==> config.mk <==
export PLATFORM = sky130hd
export DESIGN_NAME = uart_line_buffer_flat
export DESIGN_NICKNAME = d
export VERILOG_FILES = /design/src/rtl/uart_line_buffer_if.sv /design/src/rtl/uart_line_buffer.sv /design/src/flat_wrapper.sv
export SDC_FILE = /design/constraint.sdc
export NUM_CORES = 1
export LEC_CHECK = 0
export CAP_MARGIN = 25
export CORE_MARGIN = 4
export CORE_UTILIZATION = 49
export DETAILED_ROUTE_END_ITERATION = 8
export GPL_ROUTABILITY_DRIVEN = 0
export PLACE_DENSITY = 0.7
export SYNTH_ARGS = -nofsm -noshare
export SYNTH_HDL_FRONTEND = slang
export SYNTH_SLANG_ARGS = --single-unit
==> constraint.sdc <==
create_clock -name clk -period 4.5 [get_ports clk]
set_input_delay 1.35 -clock clk [delete_from_list [all_inputs] [get_ports clk]]
set_output_delay 1.35 -clock clk [all_outputs]
set_load 0.02 [all_outputs]
==> src/rtl/uart_line_buffer_if.sv <==
// Character-stream input and line-stream output of the UART line buffer.
// The slave modport is the buffer itself; master is the receiver/consumer side.
interface uart_line_buffer_if #(
   parameter int DATA_W = 8
);
   logic              rx_rdy;
   logic              rx_err;
   logic [31:0]       rx_data;
   logic              flush;
   logic              out_valid;
   logic              out_ready;
   logic [DATA_W-1:0] out_data;
   logic              out_last;
   logic              out_err;
   logic              out_trunc;
   logic [15:0]       err_cnt;
   logic [15:0]       drop_cnt;
   logic [15:0]       line_cnt;

   modport slave (
      input  rx_rdy, rx_err, rx_data, flush, out_ready,
      output out_valid, out_data, out_last, out_err, out_trunc,
      output err_cnt, drop_cnt, line_cnt
   );

   modport master (
      output rx_rdy, rx_err, rx_data, flush, out_ready,
      input  out_valid, out_data, out_last, out_err, out_trunc,
      input  err_cnt, drop_cnt, line_cnt
   );
endinterface

==> src/rtl/uart_line_buffer.sv <==
// Collects received characters into a line (ended by LF, full buffer or flush)
// and streams the line out over valid/ready, keeping error/drop/line statistics.
module uart_line_buffer #(
   parameter int DEPTH  = 80,
   parameter int DATA_W = 8
) (
   input  logic                clk,
   input  logic                rst_n,
   uart_line_buffer_if.slave   bus
);
   localparam int CW = $clog2(DEPTH + 1);
   localparam int PW = $clog2(DEPTH);
   localparam logic [DATA_W-1:0] CH_LF = DATA_W'(8'h0A);
   localparam logic [DATA_W-1:0] CH_CR = DATA_W'(8'h0D);
   localparam logic [15:0] CNT_MAX = 16'hFFFF;

   typedef enum logic {
      FILL  = 1'b0,
      DRAIN = 1'b1
   } state_e;

   state_e            state_q, state_d;
   logic [CW-1:0]     count_q, count_d;
   logic [PW-1:0]     rd_ptr_q, rd_ptr_d;
   logic              line_err_q, line_err_d;
   logic              trunc_q, trunc_d;
   logic [15:0]       err_cnt_q, err_cnt_d;
   logic [15:0]       drop_cnt_q, drop_cnt_d;
   logic [15:0]       line_cnt_q, line_cnt_d;

   logic [DATA_W-1:0] mem [DEPTH];

   logic [DATA_W-1:0] rx_char;
   logic              is_lf;
   logic              is_cr;
   logic              store;
   logic              last_beat;
   logic [CW-1:0]     count_inc;
   logic              unused_rx_hi;

   assign rx_char      = bus.rx_data[DATA_W-1:0];
   assign unused_rx_hi = ^bus.rx_data[31:DATA_W];
   assign is_lf        = (rx_char == CH_LF);
   assign is_cr        = (rx_char == CH_CR);
   assign count_inc    = count_q + CW'(1);
   assign store        = (state_q == FILL) && bus.rx_rdy && !bus.rx_err && !is_cr;
   assign last_beat    = (CW'(rd_ptr_q) == (count_q - CW'(1)));

   // NOTE: line storage has no reset; count_q alone decides which entries are live,
   // so the array can map onto plain RAM without a reset network.
   always_ff @(posedge clk) begin
      if (store) begin
         mem[count_q[PW-1:0]] <= rx_char;
      end
   end

   // NOTE: every register in a clocked block takes a non-blocking assignment so all
   // of them update together from the values present before the edge.
   always_ff @(posedge clk or negedge rst_n) begin
      if (!rst_n) begin
         state_q    <= FILL;
         count_q    <= '0;
         rd_ptr_q   <= '0;
         line_err_q <= 1'b0;
         trunc_q    <= 1'b0;
         err_cnt_q  <= '0;
         drop_cnt_q <= '0;
         line_cnt_q <= '0;
      end else begin
         state_q    <= state_d;
         count_q    <= count_d;
         rd_ptr_q   <= rd_ptr_d;
         line_err_q <= line_err_d;
         trunc_q    <= trunc_d;
         err_cnt_q  <= err_cnt_d;
         drop_cnt_q <= drop_cnt_d;
         line_cnt_q <= line_cnt_d;
      end
   end

   // NOTE: each next-state value is defaulted to its current value before the case
   // statement, so no path through the block leaves a signal unassigned (no latch).
   always_comb begin
      state_d    = state_q;
      count_d    = count_q;
      rd_ptr_d   = rd_ptr_q;
      line_err_d = line_err_q;
      trunc_d    = trunc_q;
      err_cnt_d  = err_cnt_q;
      drop_cnt_d = drop_cnt_q;
      line_cnt_d = line_cnt_q;

      // Framing errors are counted in either state.
      if (bus.rx_rdy && bus.rx_err && (err_cnt_q != CNT_MAX)) begin
         err_cnt_d = err_cnt_q + 16'd1;
      end

      unique case (state_q)
         FILL: begin
            if (bus.rx_rdy && bus.rx_err) begin
               line_err_d = 1'b1;
            end
            if (store) begin
               count_d = count_inc;
               if (is_lf) begin
                  state_d = DRAIN;
               end else if (count_inc == CW'(DEPTH)) begin
                  trunc_d = 1'b1;
                  state_d = DRAIN;
               end
            end
            // A flush only ends a line that actually holds characters.
            if (bus.flush && ((count_q != '0) || store)) begin
               state_d = DRAIN;
            end
         end

         DRAIN: begin
            if (bus.rx_rdy && (drop_cnt_q != CNT_MAX)) begin
               drop_cnt_d = drop_cnt_q + 16'd1;
            end
            if (bus.out_ready) begin
               if (last_beat) begin
                  state_d    = FILL;
                  count_d    = '0;
                  rd_ptr_d   = '0;
                  line_err_d = 1'b0;
                  trunc_d    = 1'b0;
                  line_cnt_d = line_cnt_q + 16'd1;
               end else begin
                  rd_ptr_d = rd_ptr_q + PW'(1);
               end
            end
         end

         default: state_d = FILL;
      endcase
   end

   // Outputs decode from registered state only, so they follow reset asynchronously.
   assign bus.out_valid = (state_q == DRAIN);
   assign bus.out_data  = (state_q == DRAIN) ? mem[rd_ptr_q] : '0;
   assign bus.out_last  = (state_q == DRAIN) && last_beat;
   assign bus.out_err   = (state_q == DRAIN) && line_err_q;
   assign bus.out_trunc = (state_q == DRAIN) && trunc_q;
   assign bus.err_cnt   = err_cnt_q;
   assign bus.drop_cnt  = drop_cnt_q;
   assign bus.line_cnt  = line_cnt_q;

endmodule

==> src/flat_wrapper.sv <==
// flat-port wrapper written by rule: the top's interface ports become plain ports
module uart_line_buffer_flat 
#(
   parameter int DEPTH  = 80,
   parameter int DATA_W = 8
)
  (clk, rst_n, bus_rx_rdy, bus_rx_err, bus_rx_data, bus_flush, bus_out_ready, bus_out_valid, bus_out_data, bus_out_last, bus_out_err, bus_out_trunc, bus_err_cnt, bus_drop_cnt, bus_line_cnt);
  uart_line_buffer_if #(.DATA_W(DATA_W)) bus_i ();
  input  logic clk;
  input  logic rst_n;
  input wire logic [$bits(bus_i.rx_rdy)-1:0] bus_rx_rdy;
  input wire logic [$bits(bus_i.rx_err)-1:0] bus_rx_err;
  input wire logic [$bits(bus_i.rx_data)-1:0] bus_rx_data;
  input wire logic [$bits(bus_i.flush)-1:0] bus_flush;
  input wire logic [$bits(bus_i.out_ready)-1:0] bus_out_ready;
  output wire logic [$bits(bus_i.out_valid)-1:0] bus_out_valid;
  output wire logic [$bits(bus_i.out_data)-1:0] bus_out_data;
  output wire logic [$bits(bus_i.out_last)-1:0] bus_out_last;
  output wire logic [$bits(bus_i.out_err)-1:0] bus_out_err;
  output wire logic [$bits(bus_i.out_trunc)-1:0] bus_out_trunc;
  output wire logic [$bits(bus_i.err_cnt)-1:0] bus_err_cnt;
  output wire logic [$bits(bus_i.drop_cnt)-1:0] bus_drop_cnt;
  output wire logic [$bits(bus_i.line_cnt)-1:0] bus_line_cnt;
  assign bus_i.rx_rdy = bus_rx_rdy;
  assign bus_i.rx_err = bus_rx_err;
  assign bus_i.rx_data = bus_rx_data;
  assign bus_i.flush = bus_flush;
  assign bus_i.out_ready = bus_out_ready;
  assign bus_out_valid = bus_i.out_valid;
  assign bus_out_data = bus_i.out_data;
  assign bus_out_last = bus_i.out_last;
  assign bus_out_err = bus_i.out_err;
  assign bus_out_trunc = bus_i.out_trunc;
  assign bus_err_cnt = bus_i.err_cnt;
  assign bus_drop_cnt = bus_i.drop_cnt;
  assign bus_line_cnt = bus_i.line_cnt;
  uart_line_buffer #(.DEPTH(DEPTH), .DATA_W(DATA_W)) u_core (.clk(clk), .rst_n(rst_n), .bus(bus_i));
endmodule
==> results.md <==
- Outcome: finished, final reports clean
- Sequential power share: approximately two fifths
- Crit Path Category: flop to output pin
- H-Tree Depth: 3
- Synth top area share: between 60% and 70%
- Number of enable flip-flop cells after synthesis: 640
- Netlist cell types: 58
- Yosys top cell by area: edfxtp_1
- Layout cell share with drive strength beyond 1: 31.8%
- Die area: between 60,000 and 70,000 sq um
- Core area: 56,600 sq um
- RSZ-0062 raised after global routing: yes
- CP cell instances: buf_8 > buf_12 > buf_12 > buf_4 > mux4_2 > mux4_2 > o21ai_1 > buf_4 > a21oi_4 > buf_6
- Pleak: approximately 0.012 uW
- Worst EP required: around 3.2 ns
- CTS Hold Bufs: 0
- Ranking of synthesized cells by area: edfxtp_1 68%, mux4_2 13%, dfrtp_1 5.8%
- Final hold slack: 0.485 ns
- Vias/cell: 5.94
- Worst Skew: 0.0162 ns
- Worst IR Drop VDD: 0.479 mV
- Comb pwr share: 25.3%
- Post-synthesis compound-gate area fraction: ~2.6%
- Largest net degree at the start of global routing: between 80 and 90
- Final ANT Viol Nets: 0
- Root Driver: clkbuf_16
- # diodes: 0
- Sequential share of the synthesized area: between 70% and 80%
- Detailed Place HPWL: 41,100 um
- Drt first pass iters: 7
- Cell Rows: 87
- Post-synthesis mux area share: between 10 and 15%
- CP top delay family: buffers and inverters
- Commonest cells in the netlist: 640 x edfxtp_1, 162 x mux4_2, 124 x nor2_1
- Nets@finish: 1,836
- Critical path peak fanout: 7
- Starting Density: 49.7%
- Worst hold-check path type: flop to flop
- I/O pins: just under 100
- Initial antenna violation count: 0
- Type of origin of the critical path: flop
- DR WL/cell: approximately 26 um
- Post-route cell area: 34,300 sq um
- TritonCTS buffer count: 70
- Slowest stage delay, CP: 0.54 ns
- Setup violators final: 0
- Die height: 248 um
- DR DRC count: 0
- Adder-Cell Fraction of Synth Area: less than 1%
- FMAX: around 220 MHz
- Slew Limit Fails: 0
- Hold Vio Cnt, Final: 0
- Synth warnings: 0
- Die width: 248 um
- Area grow syn2layout: 21.8%
- Post-Synthesis Cells: 1,481
- Crit share post-route: 99.5%
- Clock share of power: 32.9%
- Least-Margin Pin Slew: 0.964 ns
- Grt ovf: 0
- Clk buf depth: 3
- Cell Pwr Density: 516 nW/um^2
- CP max stage cell: dfrtp_4
- Largest family of logic cells by synthesized area: multiplexers
- Synth Area in Simple Gates: 5.30%
- Post-synthesis xor/xnor area fraction: 1.77%
- Min Tclk post-route: around 4.5 ns
- Vias: 15,400
- Maxcap violations: 0
- Cell Int Power: 12,800 uW
- Mapped Area: 28,200 sq um
- Port-buffer cells: 73
- Worst path bufs/invs: 6
- 1st-iter DRT viols: between 1,500 and 2,000
- P_sw: 4950 uW
- Syn Nets: between 1,500 and 2,000
- GRT Util Overall: 22.1%
- Predominant post-synthesis flop cell: edfxtp_1
- Slew margin rel.: 35.8%
- Reg clk slew, reported paths: 0.06 ns
- Crit path DAT: between 3 and 4 ns
- Fin worst setup slack: 0.0229 ns
- Crit end category: output pin
- Flops & latches, synth: 705
- Detailed Route WL: slightly below 70,000 um
- Clk_lat worst skew: 0.62 ns
- First-pass GRT wire length: 99,900 um
- Post-place setup slack: -0.0912 ns
- Switching Share: 28.0%
- CTS tree: built
- Syn_area_per_cell: around 19 sq um
- Share of synthesized flip-flops with an asynchronous set or reset: 9.22%
- Sink Count: 705
- Most common cell in the netlist: edfxtp_1
- Dpl cell area: approximately 31,000 sq um
- Vias in the first global route: between 15,000 and 20,000
==> state kept, by name, summed over array words and instances (netlist names), 7 cells and up <==
name and flops:
u_core.rd_ptr_q 7, u_core.bus.err_cnt 16, u_core.bus.drop_cnt 16, u_core.count_q 7
u_core.mem 640, u_core.bus.line_cnt 16
==> layout by cell type, fill, tap and decap left out, drive strengths merged, types with 6 or more instances in the layout <==
master         synthesis  final
nor2b                 11     11
buf                   43    252
edfxtp               640    640
a22oi                 20     20
dfrtp                 65     65
clkbuf                29     91
xor2                  34     34
a31oi                  6      6
clkinv                 0     26
nand4                 18     18
inv                   15     17
nand2                 60     60
nor4                   8      8
nand3                 41     41
bufinv                 0      8
o22ai                 12     12
clkdlybuf4s50          0     55
a21oi                 18     18
nor3                  16     16
xnor2                 23     23
mux4                 162    162
and3                  11     11
nor2                 124    124
ha                     6      6
o21ai                 17     17
mux2i                 42     42
==> metal layers <==
layer | global-route usage [%] | vias to the layer above | share of wire [%]
li1 | - | 6610 | -
met1 | 30.6 | 8040 | 40
met2 | 35.2 | 687 | 49
met3 | 6.03 | 112 | 8.5
met4 | 6.17 | 0 | 2.5
met5 | 0 | - | 0
==> worst paths after layout <==
| check | start | to | slack, ns | cells after the start |
|---|---|---|---|---|
| worst max register to register | u_core.count_q[0] | u_core.bus.line_cnt[0] | 1.57 | 9 |
| worst min register to register | u_core.bus.drop_cnt[10] | u_core.bus.drop_cnt[10] | 0.49 | 1 |
| worst max-delay path | u_core.rd_ptr_q[0] | bus_out_data[0] | 0.02 | 10 |
| max in group asynchronous | rst_n | u_core.bus.err_cnt[3] | 2.73 | 2 |
| min in group asynchronous | rst_n | u_core.bus.drop_cnt[8] | 0.87 | 1 |
| worst min-delay path | u_core.bus.drop_cnt[10] | u_core.bus.drop_cnt[10] | 0.49 | 1 |
==> metrics by stage <==
step           power [uW]  utilization (%)  TNS, ns  instances
4_1_cts             17500             59.9   -0.603       2579
3_5_place_dp        11300             54.7  -0.0912       2418
5_1_grt             18300             60.6   -0.320       2603
3_3_place_gp        11200             54.7        0       2418
2_1_floorplan        9650                -        0       1481
6_report            17700             60.6        0       2603
==> cells by family after synthesis <==
kind of cell    count (synthesis)
mux                           207
xor+xnor                       57
compound gates                104
simple gates                  315
buf+inv                        87
fa+ha+maj                       6
flops                         705
==> timing repair <==
item,in CTS,in global routing
buffers inserted,31,26
pin swaps,12,21
gates resized for setup,103,56
cloned,3,1
setup endpoints to repair,9,9
==> power by group through the flow <==
stage / combinational [uW] / sequential [uW] / clock (uW)
after floorplan: 2120 / 7530 / 0
after global placement: 3690 / 7540 / 0
after detailed placement: 3730 / 7550 / 0
after CTS: 4200 / 7410 / 5910
after global routing: 4690 / 7420 / 6210
final: 4480 / 7410 / 5820
==> cell type report <==
cell class / instances / area [sq um]
Multi-Input combinational cell: 689 / 7320
Clock buffer: 90 / 1860
Sequential cell: 705 / 20900
Fill cell: 4002 / 22300
Inverter: 15 / 56.3
Clock inverter: 37 / 429
Tap cell: 756 / 946
Timing Repair Buffer: 311 / 2840
(Power assumes the default switching activity.)
